**src/rtl/rr_stream_mux_pkg.sv**
```systemverilog
// Shared helpers for round-robin stream arbitration: select-index width and
// one-hot grant to binary index conversion.
package rr_stream_mux_pkg;

  // Widest grant vector the index helper accepts.
  localparam int MAX_N = 32;

  function automatic int sel_w(input int n);
    return (n > 1) ? $clog2(n) : 1;
  endfunction

  function automatic int grant_to_idx(input logic [MAX_N-1:0] grant);
    int idx;
    idx = 0;
    for (int i = 0; i < MAX_N; i++) begin
      if (grant[i]) idx = i;
    end
    return idx;
  endfunction

endpackage

```
**src/rtl/rr_stream_mux_if.sv**
```systemverilog
// Handshake bundle for rr_stream_mux: N_IN producer lanes in, one consumer lane out.
interface rr_stream_mux_if #(
  parameter int N_IN  = 4,
  parameter int WIDTH = 8
);
  import rr_stream_mux_pkg::*;

  localparam int SEL_W = sel_w(N_IN);

  logic [N_IN-1:0]       in_valid;
  logic [N_IN-1:0]       in_ready;
  logic [N_IN*WIDTH-1:0] in_data;
  logic                  out_valid;
  logic                  out_ready;
  logic [WIDTH-1:0]      out_data;
  logic [SEL_W-1:0]      out_sel;

  // Environment side: producers and consumer.
  modport master (
    output in_valid, in_data, out_ready,
    input  in_ready, out_valid, out_data, out_sel
  );

  // Mux side.
  modport slave (
    input  in_valid, in_data, out_ready,
    output in_ready, out_valid, out_data, out_sel
  );

endinterface

```
**src/rtl/rr_stream_mux_arbiter.sv**
```systemverilog
// Combinational round-robin arbiter: one-hot grant to the first request at or
// after i_ptr, wrapping to the lowest request otherwise.
module rr_arbiter
  import rr_stream_mux_pkg::*;
#(
  parameter  int N_IN  = 4,
  localparam int SEL_W = sel_w(N_IN)
) (
  input  logic [N_IN-1:0]  i_req,
  input  logic [SEL_W-1:0] i_ptr,
  output logic [N_IN-1:0]  o_grant
);

  logic [N_IN-1:0] w_mask;
  logic [N_IN-1:0] w_high;
  logic [N_IN-1:0] w_pick;

  // NOTE: every always_comb output gets a default first so no path leaves it unassigned (no latch).
  always_comb begin
    w_mask = '0;
    for (int i = 0; i < N_IN; i++) begin
      w_mask[i] = (i >= int'(i_ptr));
    end
  end

  // Requests at or above the pointer win; otherwise wrap to the full request set.
  assign w_high  = i_req & w_mask;
  assign w_pick  = (|w_high) ? w_high : i_req;
  assign o_grant = w_pick & (~w_pick + N_IN'(1));

endmodule

```
**src/rtl/rr_stream_mux.sv**
```systemverilog
// Round-robin N-to-1 stream mux with a registered output stage and source index.
module rr_stream_mux
  import rr_stream_mux_pkg::*;
#(
  parameter int N_IN  = 4,
  parameter int WIDTH = 8
) (
  input  logic         clk,
  input  logic         rst,
  rr_stream_mux_if.slave bus
);

  localparam int SEL_W = sel_w(N_IN);

  logic [SEL_W-1:0] r_ptr;
  logic             r_out_valid;
  logic [WIDTH-1:0] r_out_data;
  logic [SEL_W-1:0] r_out_sel;

  logic             w_load;
  logic [N_IN-1:0]  w_grant;
  logic [WIDTH-1:0] w_sel_data;
  logic [SEL_W-1:0] w_idx;

  rr_arbiter #(.N_IN(N_IN)) u_arbiter (
    .i_req   (bus.in_valid),
    .i_ptr   (r_ptr),
    .o_grant (w_grant)
  );

  assign w_load = !r_out_valid || bus.out_ready;
  assign w_idx  = SEL_W'(grant_to_idx(MAX_N'(w_grant)));

  always_comb begin
    w_sel_data = '0;
    for (int i = 0; i < N_IN; i++) begin
      w_sel_data = w_sel_data | (bus.in_data[i*WIDTH +: WIDTH] & {WIDTH{w_grant[i]}});
    end
  end

  // Gated by rst so sources never see ready while reset is held.
  assign bus.in_ready = (rst && w_load) ? w_grant : '0;

  // NOTE: sequential state uses non-blocking assignments so all registers update together at the edge.
  always_ff @(posedge clk or negedge rst) begin
    if (!rst) begin
      r_ptr       <= '0;
      r_out_valid <= 1'b0;
      r_out_data  <= '0;
      r_out_sel   <= '0;
    end else if (w_load) begin
      if (|w_grant) begin
        r_out_valid <= 1'b1;
        r_out_data  <= w_sel_data;
        r_out_sel   <= w_idx;
        r_ptr       <= (w_idx == SEL_W'(N_IN - 1)) ? '0 : w_idx + SEL_W'(1);
      end else begin
        r_out_valid <= 1'b0;
      end
    end
  end

  assign bus.out_valid = r_out_valid;
  assign bus.out_data  = r_out_data;
  assign bus.out_sel   = r_out_sel;

endmodule

```
**src/flat_wrapper.sv**
```systemverilog
// flat-port wrapper written by rule: the top's interface ports become plain ports
module rr_stream_mux_flat import rr_stream_mux_pkg::*;
#(
  parameter int N_IN  = 4,
  parameter int WIDTH = 8
)
  (clk, rst, bus_in_valid, bus_in_data, bus_out_ready, bus_in_ready, bus_out_valid, bus_out_data, bus_out_sel);
  rr_stream_mux_if #(.N_IN(N_IN), .WIDTH(WIDTH)) bus_i ();
  input  logic clk;
  input  logic rst;
  input wire logic [$bits(bus_i.in_valid)-1:0] bus_in_valid;
  input wire logic [$bits(bus_i.in_data)-1:0] bus_in_data;
  input wire logic [$bits(bus_i.out_ready)-1:0] bus_out_ready;
  output wire logic [$bits(bus_i.in_ready)-1:0] bus_in_ready;
  output wire logic [$bits(bus_i.out_valid)-1:0] bus_out_valid;
  output wire logic [$bits(bus_i.out_data)-1:0] bus_out_data;
  output wire logic [$bits(bus_i.out_sel)-1:0] bus_out_sel;
  assign bus_i.in_valid = bus_in_valid;
  assign bus_i.in_data = bus_in_data;
  assign bus_i.out_ready = bus_out_ready;
  assign bus_in_ready = bus_i.in_ready;
  assign bus_out_valid = bus_i.out_valid;
  assign bus_out_data = bus_i.out_data;
  assign bus_out_sel = bus_i.out_sel;
  rr_stream_mux #(.N_IN(N_IN), .WIDTH(WIDTH)) u_core (.clk(clk), .rst(rst), .bus(bus_i));
endmodule
```
**config.mk**
```make
export PLATFORM = sky130hd
export DESIGN_NAME = rr_stream_mux_flat
export DESIGN_NICKNAME = d
export VERILOG_FILES = /design/src/rtl/rr_stream_mux_pkg.sv /design/src/rtl/rr_stream_mux_if.sv /design/src/rtl/rr_stream_mux_arbiter.sv /design/src/rtl/rr_stream_mux.sv /design/src/flat_wrapper.sv
export SDC_FILE = /design/constraint.sdc
export NUM_CORES = 1
export LEC_CHECK = 0
export ABC_AREA = 1
export CAP_MARGIN = 5
export CORE_UTILIZATION = 25
export CTS_CLUSTER_DIAMETER = 120
export CTS_CLUSTER_SIZE = 20
export DETAILED_ROUTE_END_ITERATION = 10
export GPL_ROUTABILITY_DRIVEN = 1
export HOLD_SLACK_MARGIN = 0.03
export SETUP_SLACK_MARGIN = 0.4
export SLEW_MARGIN = 40
export SYNTH_ARGS = -nofsm -noshare
export SYNTH_HDL_FRONTEND = slang
export SYNTH_SLANG_ARGS = --single-unit
```
**constraint.sdc**
```tcl
create_clock -name clk -period 3.9 [get_ports clk]
set_input_delay 0.39 -clock clk [delete_from_list [all_inputs] [get_ports clk]]
set_output_delay 0.39 -clock clk [all_outputs]
set_load 0.02 [all_outputs]
```
-- Word level (Yosys, flattened, before mapping)
Index checks and enable logic that the tools add are counted.
- register bits after elaboration: 13
- input port bits: 39
- output and inout bits: 15
- add/subtract/negate cells: 2
- order comparisons: 3
- equal/unequal tests: 1
- muxes and demuxes: 7
- bitwise gates (word level): 10
- reductions and logical operators: 6
- operators by type and width (operator ; number):
    AND 8 bit ; 4
    OR 8 bit ; 3
    AND 4 bit ; 2
    two-way mux 4 bit ; 2
    OR reduction 4 bit ; 2
    two-way mux 2 bit ; 3
    adder 4 x 1 -> 4 bit (second input constant) ; 1
    >= comparator 1 x 2 -> 1 bit (first input constant) ; 2
    NOT 4 bit ; 1
    adder 2 x 1 -> 2 bit (second input constant) ; 1
    == test 2 bit (second input constant) ; 1
    >= comparator 2 bit (first input constant) ; 1
    two-way mux 1 bit ; 2
    AND reduction 2 bit ; 1
    logical AND 1 bit ; 1
    zero test 1 bit ; 1
    logical OR 1 bit ; 1

-- Longest topological paths before layout
Gate-level depths: netlist of run 1.
- word-level depth: 12
- depth in mapped cells: 11

-- By module
Synthesis of run 1 repeated with hierarchy kept, for this count alone.
- cells, all modules: 162
- area, all modules: 983.4 um2
- modules (own cells, without submodules) (module ; instances ; cells each ; area an instance (um2) ; seq. area each (um2)):
    rr_stream_mux ; 1 ; 144 ; 907.1 ; 325.3
    rr_arbiter ; 1 ; 18 ; 76.3 ; 0.0

-- Worst setup path before layout of run 1
No wires, ideal clock.
- path kind: register -> output
- start point: register u_core.r_ptr[1]
- end point: output bus_in_ready[2]
- arrival time: 1.588 ns
- data required time: 3.510 ns
- slack: 1.922 ns
- stages on the path, launching flop included: 7
- buffers on the path: 1
- cell sequence: dfrtp_1 nor2_2 nand2_2 nand4_1 nand2_2 buf_6 nor4_1
- word-level cells in the longest chain between the ends: 8
- ends and longest elaborated chain (element ; line ; RTL):
    from (decl) ; rr_stream_mux.sv:15 ; logic [SEL_W-1:0] r_ptr;
    from (signal assigned) ; rr_stream_mux.sv:56 ; r_ptr <= (w_idx == SEL_W'(N_IN - 1)) ? '0 : w_idx + SEL_W'(1);
    >= comparator 1 x 2 -> 1 bit / >= comparator 2 bit (equally long branches) ; rr_stream_mux_arbiter.sv:22 ; w_mask[i] = (i >= int'(i_ptr));
    AND 4 bit (*) ; rr_stream_mux_arbiter.sv:27 ; assign w_high = i_req & w_mask;
    OR reduction 4 bit ; rr_stream_mux_arbiter.sv:28 ; assign w_pick = (|w_high) ? w_high : i_req;
    two-way mux 4 bit (*) ; rr_stream_mux_arbiter.sv:28 ;
    NOT 4 bit ; rr_stream_mux_arbiter.sv:29 ; assign o_grant = w_pick & (~w_pick + N_IN'(1));
    adder 4 x 1 -> 4 bit ; rr_stream_mux_arbiter.sv:29 ;
    AND 4 bit (*) ; rr_stream_mux_arbiter.sv:29 ;
    two-way mux 4 bit (*) ; rr_stream_mux.sv:42 ; assign bus.in_ready = (rst && w_load) ? w_grant : '0;
    to (decl) ; flat_wrapper.sv:14 ; output wire logic [$bits(bus_i.in_ready)-1:0] bus_in_ready;
Every way passes the cells marked *; elsewhere a longest branch is shown, timed or not.

-- Worst setup path after layout of run 1
- start point: input bus_in_valid[3]
- end point: output bus_in_ready[3]
- word-level cells in the longest chain between the ends: 7
- ends and longest elaborated chain (element ; line ; RTL):
    from (decl) ; flat_wrapper.sv:11 ; input wire logic [$bits(bus_i.in_valid)-1:0] bus_in_valid;
    AND 4 bit ; rr_stream_mux_arbiter.sv:27 ;
    OR reduction 4 bit ; rr_stream_mux_arbiter.sv:28 ;
    two-way mux 4 bit (*) ; rr_stream_mux_arbiter.sv:28 ;
    NOT 4 bit ; rr_stream_mux_arbiter.sv:29 ;
    adder 4 x 1 -> 4 bit ; rr_stream_mux_arbiter.sv:29 ;
    AND 4 bit (*) ; rr_stream_mux_arbiter.sv:29 ;
    two-way mux 4 bit (*) ; rr_stream_mux.sv:42 ;
Marked as above.

==> impl_metrics.json, run 1 <==
{
  "worstMarginPinSlew_ns": 0.304,
  "avgSynthCellArea_um2": 7.26,
  "grt_pass1_wl_mm": 4.80,
  "area_growth_pct": 58.6,
  "layout.nets": 235,
  "slew_viol_final": 0,
  "clock_latency_ns": 0.24,
  "tns_ns": 0,
  "cts-root-buf": "clkbuf_8",
  "finalClockSkew_ns": 0.00241,
  "grt_max_degree": 20,
  "antenna_cells": 0,
  "multi_input_area_um2": 594,
  "ys.flop_type": "dfrtp_1",
  "worst_ep_arrival_time_ns": 2.51,
  "ys_types": 24,
  "die_w_um": 66.0,
  "p_per_area_nw_per_um2": 572,
  "drive_above_1_share_pct": 19.0,
  "hpwl_mm": 2.21,
  "antenna_found_initial": 0,
  "via_count": 1072,
  "io_buffers": 53,
  "synth_largest_area_cell": "dfrtp_1",
  "ys_top_cells_by_count": "nand2_1 (37), nand3_1 (32), nand2_2 (20)",
  "start_util_pct": 26.9,
  "crit_fanout": 11,
  "syn_nets": 180,
  "vdd_drop_max_uv": 261,
  "hold_viol": 0,
  "synthesis.area_um2": 1020,
  "cts.sinks": 13,
  "grt_setup_unrepaired": "false",
  "leakage_nw": 0.732,
  "h-tree-depth": 1,
  "dp.cells": 239,
  "drtAntennaViolNets": 0,
  "routabilityCongestion": 0.730,
  "io_pins": 54,
  "startpoint_type": "primary input",
  "grt_pass1_vias": 1092,
  "postCtsHoldBufs": 0,
  "grtUsageTotal_pct": 14.3,
  "wl_per_cell_um": 11.4,
  "critical_path_class": "in -> out",
  "hold_ws_ns": 0.451,
  "post_cts_resized": 0,
  "outcome": "complete, no violations",
  "drt-total-wl_mm": 2.76,
  "ff_latch_area_um2": 325,
  "yosysTopAreaCellShare_pct": 31.8,
  "ys_seq_area_share_pct": 31.8,
  "firstDrtPassIters": 4,
  "period_needed_ns": 2.90,
  "clockBufferDepth": 2,
  "instances_no_fill": 243,
  "rows": 22,
  "drc": 0,
  "chipHeight_um": 66.0,
  "cts_tree": "built",
  "maxCapViolations": 0,
  "die_area_um2": 4350,
  "ys_warn_count": 0,
  "post-synth-top-count-cell": "nand2_1",
  "netlist_instances": 141,
  "cp.required_ns": 3.51,
  "cts_buffers": 3,
  "fmax_ghz": 0.344,
  "synth-async-reset-ratio_pct": 100,
  "overflow": 0,
  "fillers": 423,
  "post_cts_buffers": 0,
  "hold_class": "in -> async",
  "fin_crit_sh_pct": 74.5,
  "endpoint_kind": "output port",
  "relSlewSlack_pct": 79.6,
  "synthTopCellsByArea": "dfrtp_1 (32%), nand3_1 (16%), nand2_1 (14%)",
  "synth-edff-count": 0,
  "clkSlewWorstSetupHoldPaths_ns": 0.06,
  "vias_per_cell": 4.41,
  "synth.ff_latch_count": 13,
  "drt-initial-drc-count": 54,
  "setup_viol": 0,
  "coreArea_um2": 3800,
  "r2r_cells": 10
}
## registers in the layout, summed over array words and instances, names as in the netlist
name	flops
u_core.bus.out_data	8
u_core.bus.out_sel	2
u_core.r_ptr	2
u_core.bus.out_valid	1
## final timing paths
path,startpoint,endpoint,slack [ns]
worst max-delay path,bus_in_valid[3],bus_in_ready[3],1.0
worst min-delay path,rst,u_core.bus.out_data[2],0.45
worst max register to register,u_core.r_ptr[1],u_core.bus.out_data[3],1.92
worst min register to register,u_core.bus.out_sel[0],u_core.bus.out_sel[0],0.50
max in group asynchronous,rst,u_core.bus.out_sel[1],3.28
min in group clk,u_core.bus.out_sel[0],u_core.bus.out_sel[0],0.50
## report_power, final
part	total [W]	internal, W	switching (W)	leakage (nW)
Combinational	0.000564	0.000238	0.000325	0.549
Clock	0.000122	0.0000722	0.0000494	0.0228
Sequential	0.000243	0.000195	0.0000474	0.160
## per-stage QoR
step | area [um^2] | setup WS (ns) | total power [W] | util [%]
6_report | 1620 | 0.995 | 0.000928 | 42.7
3_3_place_gp | 1580 | 1.04 | 0.000811 | 41.5
3_5_place_dp | 1580 | 0.998 | 0.000814 | 41.5
4_1_cts | 1620 | 0.993 | 0.000944 | 42.7
2_1_floorplan | 1020 | 1.92 | 0.000624 | -
5_1_grt | 1620 | 0.858 | 0.00101 | 42.7
## critical path, stage by stage
cell	delay [ns]
clkdlybuf4s50_1	0.56
inv_2	0.10
o21ai_2	0.25
inv_2	0.15
nor2_4	0.22
nand2_1	0.11
nor2_1	0.11
clkdlybuf4s50_1	0.61
## layer usage
layer	vias up	track usage, %	part of all wire [%]
met1	478	19.1	48
li1	561	-	-
met4	0	2.39	0
met5	-	0	0
met2	33	23.2	46
met3	0	3.97	5.9
## area by class of cell
type | instances | share of cell area [%]
clock buffers | 4 | 2.78
inverters | 14 | 3.24
multi-input cells | 109 | 36.6
flip-flops and latches | 13 | 20.0
well taps | 48 | 3.70
repair buffers | 55 | 33.6
## logic make-up after synthesis
logic type | count (synthesis) | share of synthesized area (%)
AO/OA/AOI/OAI | 8 | 5.50
buffers and inverters | 19 | 10.1
AND/OR/NAND/NOR | 101 | 52.6
flip-flops | 13 | 31.8
## cell usage in the layout, fill, tap and decap left out, types with 2 or more instances in the layout
master            n
clkdlybuf4s50_1  53
nand2_1          37
nand3_1          32
nand2_2          20
dfrtp_1          13
inv_1            11
inv_2             3
nor2_1            3
o21ai_0           3
clkbuf_8          3
nand2_4           2
o21ai_1           2
buf_4             2
No activity file was read; power rests on OpenSTA's default activity.
==> run 2, diff against run 1 <==
Clock period 3.9 ns to 2.9 ns, I/O delays scaled along.
==> run 2 against run 1 <==
Setup slack got worse by 0.50 ns. Combinational power rose by 40%. Final cell count grew 1.6%. Wire length up 1.3%. First-iteration DRC count down 15%. Flip-flop and latch count is the same. Sequential share of layout area down 0.44 points. Utilization up 0.96 points. Cell area is 2.2% higher. Critical path depth is 1 lower. Critical endpoint is now bus_in_ready[1]. Largest cell class unchanged. Largest power group unchanged.
==> impl_metrics.json, run 2 (same netlist as run 1, synthesis figures left out) <==
{
  "outcome": "complete, no violations",
  "startpoint_type": "primary input",
  "total_power_w": 0.00128,
  "rrSetupSlack_ns": 0.96,
  "io_pins": 54,
  "grt_max_degree": 19,
  "drt-met1-wl_mm": 1.31,
  "clock_latency_ns": 0.24,
  "crit_fanout": 5,
  "period_needed_ns": 2.40,
  "tns_ns": 0,
  "r2r-end": "u_core.bus.out_data[2]",
  "critical_path_class": "in -> out",
  "grt_pass1_vias": 1123,
  "wl_per_cell_um": 11.3,
  "via_count": 1119,
  "utilization_pct": 43.7,
  "worstReg2RegStart": "u_core.r_ptr[1]",
  "rows": 22,
  "layout.nets": 239,
  "ff_latch_area_um2": 325,
  "cts.sinks": 13,
  "clkSlewWorstSetupHoldPaths_ns": 0.05,
  "worst_ep_arrival_time_ns": 2.11,
  "maxCapViolations": 0,
  "vias_per_cell": 4.53,
  "drc": 0,
  "die_w_um": 66.0,
  "cts_buffers": 3,
  "final_cell_mix": "clkdlybuf4s50_1 (51), nand2_1 (37), nand3_1 (32)",
  "drt-initial-drc-count": 46,
  "firstDrtPassIters": 4,
  "p_per_area_nw_per_um2": 769,
  "fin_ws_ns": 0.496,
  "overflow": 0,
  "area_growth_pct": 62.1,
  "grtUsageTotal_pct": 14.7,
  "coreArea_um2": 3800,
  "die_area_um2": 4350,
  "cts_tree": "built",
  "final_common_cell": "clkdlybuf4s50_1",
  "finalClockSkew_ns": 0.00105,
  "drt-total-wl_mm": 2.79,
  "clockBufferDepth": 2,
  "placedInstanceArea_um2": 1590,
  "relSlewSlack_pct": 78.8,
  "fillers": 396,
  "vdd_drop_max_uv": 360,
  "cp.required_ns": 2.61,
  "worst_path_most_repeated_cell": "clkdlybuf4s50_1",
  "multi_input_area_um2": 599,
  "worstMarginPinSlew_ns": 0.316,
  "grt_pass1_wl_mm": 4.89,
  "r2r_cells": 11,
  "routabilityCongestion": 0.857,
  "io_buffers": 53,
  "hpwl_mm": 2.23,
  "cp.depth": 7,
  "cts-root-buf": "clkbuf_8",
  "leakage_nw": 0.776,
  "routed.top_layer": "met3",
  "wl_met2_mm": 1.32,
  "hold_viol": 0,
  "fmax_ghz": 0.416,
  "critPathLaunch": "bus_in_valid[1]",
  "grt_setup_unrepaired": "true",
  "chipHeight_um": 66.0,
  "crit_path_top_delay_cell": "clkdlybuf4s50_1",
  "antenna_found_initial": 0,
  "drtAntennaViolNets": 0,
  "path_cells": "clkdlybuf4s50_1 > a21oi_4 > nand4_1 > nand2_4 > nand2_1 > nor2_1 > clkdlybuf4s50_1",
  "slowest_delay_ns": 0.60,
  "route.met3.wl_um": 164,
  "hold_class": "in -> async",
  "slew_viol_final": 0,
  "setup_viol": 0,
  "crit_buf_inv": 2,
  "start_util_pct": 26.9,
  "h-tree-depth": 1,
  "drive_above_1_share_pct": 20.6,
  "final_area_um2": 1660,
  "postCtsHoldBufs": 0,
  "endpoint_kind": "output port",
  "fin_crit_sh_pct": 82.9,
  "largest_register_ffs": 8,
  "place_ws_ns": 0.356,
  "antenna_cells": 0,
  "cp_top_family": "buffers and inverters"
}
run 2: cell type report:
class	instances	area share, %
multi-input combinational	109	36.1
timing repair buffer	59	34.8
sequential	13	19.6
tap	48	3.62
inverter	14	3.17
clock buffer	4	2.71
run 2: worst max path at each step:
stage,end,slack [ns]
final,bus_in_ready[1],0.50
after floorplan,bus_in_ready[2],1.02
after global placement,bus_in_ready[3],0.40
after detailed placement,bus_in_ready[3],0.36
after global routing,bus_in_ready[1],0.40
after CTS,bus_in_ready[1],0.44
run 2: timing repair:
action	4_1_cts	5_1_grt
setup buffers	0	2
endpoints found under the setup margin	2	2
resized for setup	2	1
pin swaps	0	1
cloned	0	0
run 2: layer usage:
| layer | global-route usage (%) | up-vias |
|---|---|---|
| met5 | 0 | - |
| met4 | 2.39 | 0 |
| met3 | 4.14 | 0 |
| met2 | 24.5 | 43 |
| met1 | 19.0 | 505 |
| li1 | - | 571 |
run 2: power by group:
group	internal, W	total [W]	leakage (nW)	switching, W
Clock	0.0000970	0.000160	0.0228	0.0000629
Sequential	0.000263	0.000324	0.160	0.0000611
Combinational	0.000343	0.000792	0.593	0.000449
run 2: worst reg2reg max path, cell delays in order, from the launching register on:
cell	delay (ns)
dfrtp_1	0.41
nor2_2	0.14
nand2_2	0.10
nand4_2	0.12
nand2_4	0.12
nor2_8	0.13
buf_4	0.22
nand3_4	0.10
nand2_4	0.21
inv_2	0.12
nand2_1	0.11
nand2_2	0.05
run 2: metrics by stage:
stage / hold WS, ns / std cells
2_1_floorplan: -0.00559 / 141
6_report: 0.447 / 247
4_1_cts: 0.462 / 245
3_5_place_dp: 0.482 / 241
5_1_grt: 0.479 / 247
3_3_place_gp: 0.479 / 241
==> run 3, diff against run 2 <==
Clock period 2.9 ns to 2.3 ns, I/O delays scaled along.
==> run 3 against run 2 <==
Final cell count up 5.7%. Critical endpoint unchanged. Highest routed layer is now met4. Register-to-register slack worse by 0.43 ns. Sequential share of layout area fell by 1.2 points. Critical path depth stayed put. Die area did not move.
==> impl_metrics.json, run 3 (same netlist as run 1, synthesis figures left out) <==
{
  "h-tree-depth": 1,
  "drive_above_1_share_pct": 28.6,
  "internal_power_w": 0.000965,
  "leakage_nw": 0.833,
  "fmax_ghz": 0.543,
  "hold_class": "in -> async",
  "area_growth_pct": 73.1,
  "crit_buf_inv": 2,
  "antenna_cells": 0,
  "startpoint_type": "primary input",
  "seqPwrFrac_pct": 23.8,
  "die_area_um2": 4350,
  "period_needed_ns": 1.84,
  "p_per_area_nw_per_um2": 970,
  "pwr-share-comb_pct": 64.6,
  "slew_viol_final": 0,
  "total_power_w": 0.00172,
  "finalClockSkew_ns": 0.00149,
  "power.switching_w": 0.000754,
  "cts.sinks": 13,
  "overflow": 0,
  "cts_buffers": 3,
  "vdd_drop_max_uv": 650,
  "utilization_pct": 46.6,
  "rows": 22,
  "outcome": "complete, no violations",
  "layout.nets": 253,
  "via_count": 1145,
  "slowest_delay_ns": 0.49,
  "fin_crit_sh_pct": 80.1,
  "drt-initial-drc-count": 31,
  "crit_path_top_delay_cell": "clkdlybuf4s50_1",
  "firstDrtPassIters": 4,
  "start_util_pct": 26.9,
  "die_w_um": 66.0,
  "crit_fanout": 5,
  "worst_ep_arrival_time_ns": 1.61,
  "grt_pass1_wl_mm": 4.77,
  "io_pins": 54,
  "routabilityCongestion": 0.766,
  "cp.required_ns": 2.07,
  "antenna_found_initial": 0,
  "drc": 0,
  "clock_latency_ns": 0.24,
  "chipHeight_um": 66.0,
  "final_cell_mix": "clkdlybuf4s50_1 (48), nand2_1 (36), nand3_1 (32)",
  "critical_path_class": "in -> out",
  "maxCapViolations": 0,
  "power_frac_clock_pct": 11.6,
  "io_buffers": 53,
  "setup_viol": 0,
  "worstReg2RegStart": "u_core.r_ptr[1]",
  "largest_register_ffs": 8,
  "drt-total-wl_mm": 2.93,
  "path_cells": "clkdlybuf4s50_1 > a21oi_4 > nand4_1 > nand2_4 > nand2_1 > nor2_1 > buf_2",
  "clockBufferDepth": 2,
  "hold_viol": 0,
  "worstMarginPinSlew_ns": 0.222,
  "final_common_cell": "clkdlybuf4s50_1",
  "cts_tree": "built",
  "wl_per_cell_um": 11.2,
  "grt_pass1_vias": 1086,
  "cp_top_family": "buffers and inverters",
  "cts-root-buf": "clkbuf_8",
  "grtUsageTotal_pct": 14.3,
  "rrSetupSlack_ns": 0.53,
  "tns_ns": 0,
  "p_sw_share_pct": 43.9,
  "vias_per_cell": 4.39,
  "endpoint_kind": "output port",
  "hold_ws_ns": 0.339,
  "drtAntennaViolNets": 0,
  "r2r_cells": 11,
  "grt_max_degree": 19,
  "coreArea_um2": 3800,
  "hpwl_mm": 2.29,
  "r2r-end": "u_core.r_ptr[0]",
  "grt_setup_unrepaired": "true",
  "clkSlewWorstSetupHoldPaths_ns": 0.05,
  "relSlewSlack_pct": 85.1
}
## run 3: cell type report
cell class | count | area (um^2)
fillers | 396 | 2030
repair buffers | 73 | 663
multi-input cells | 109 | 626
flip-flops and latches | 13 | 325
well taps | 48 | 60.1
inverters | 14 | 52.6
clock buffers | 4 | 45.0
## run 3: worst max-delay path by stage
stage,end,slack [ns],from,cells after the start
finish,bus_in_ready[1],0.46,bus_in_valid[1],7
global route,bus_in_ready[1],0.35,u_core.r_ptr[1],7
CTS,bus_in_ready[1],0.39,bus_in_valid[1],7
detailed placement,bus_in_ready[1],0.05,bus_in_valid[3],7
global placement,bus_in_ready[3],0.07,bus_in_valid[3],8
floorplan,bus_in_ready[2],0.48,u_core.r_ptr[1],6
## run 3: metrics by stage
step | instance area [um^2] | std cells | setup WS [ns]
5_1_grt | 1770 | 261 | 0.351
6_report | 1770 | 261 | 0.458
3_3_place_gp | 1650 | 249 | 0.0655
4_1_cts | 1710 | 253 | 0.395
3_5_place_dp | 1650 | 249 | 0.0518
2_1_floorplan | 1020 | 141 | 0.482
## run 3: timing repair
| action | in CTS | in global routing |
|---|---|---|
| hold buffers | 0 | 0 |
| buffers inserted | 0 | 8 |
| pin swaps | 0 | 3 |
| gates resized for setup | 13 | 9 |
| endpoints found under the setup margin | 13 | 13 |
## run 3: per-layer routing
layer / track usage (%) / wire length, um / up-vias
li1: - / - / 599
met5: 0 / 0 / -
met1: 19.0 / 1280 / 510
met3: 5.17 / 228 / 2
met4: 1.60 / 14 / 0
met2: 22.6 / 1410 / 34
## run 3: power groups by stage
stage | clock (W) | sequential, W | combinational (W)
after floorplan | 0 | 0.000505 | 0.000553
after global routing | 0.000220 | 0.000423 | 0.00122
after CTS | 0.000208 | 0.000411 | 0.00105
after global placement | 0 | 0.000416 | 0.00103
after detailed placement | 0 | 0.000412 | 0.00104
final | 0.000199 | 0.000409 | 0.00111
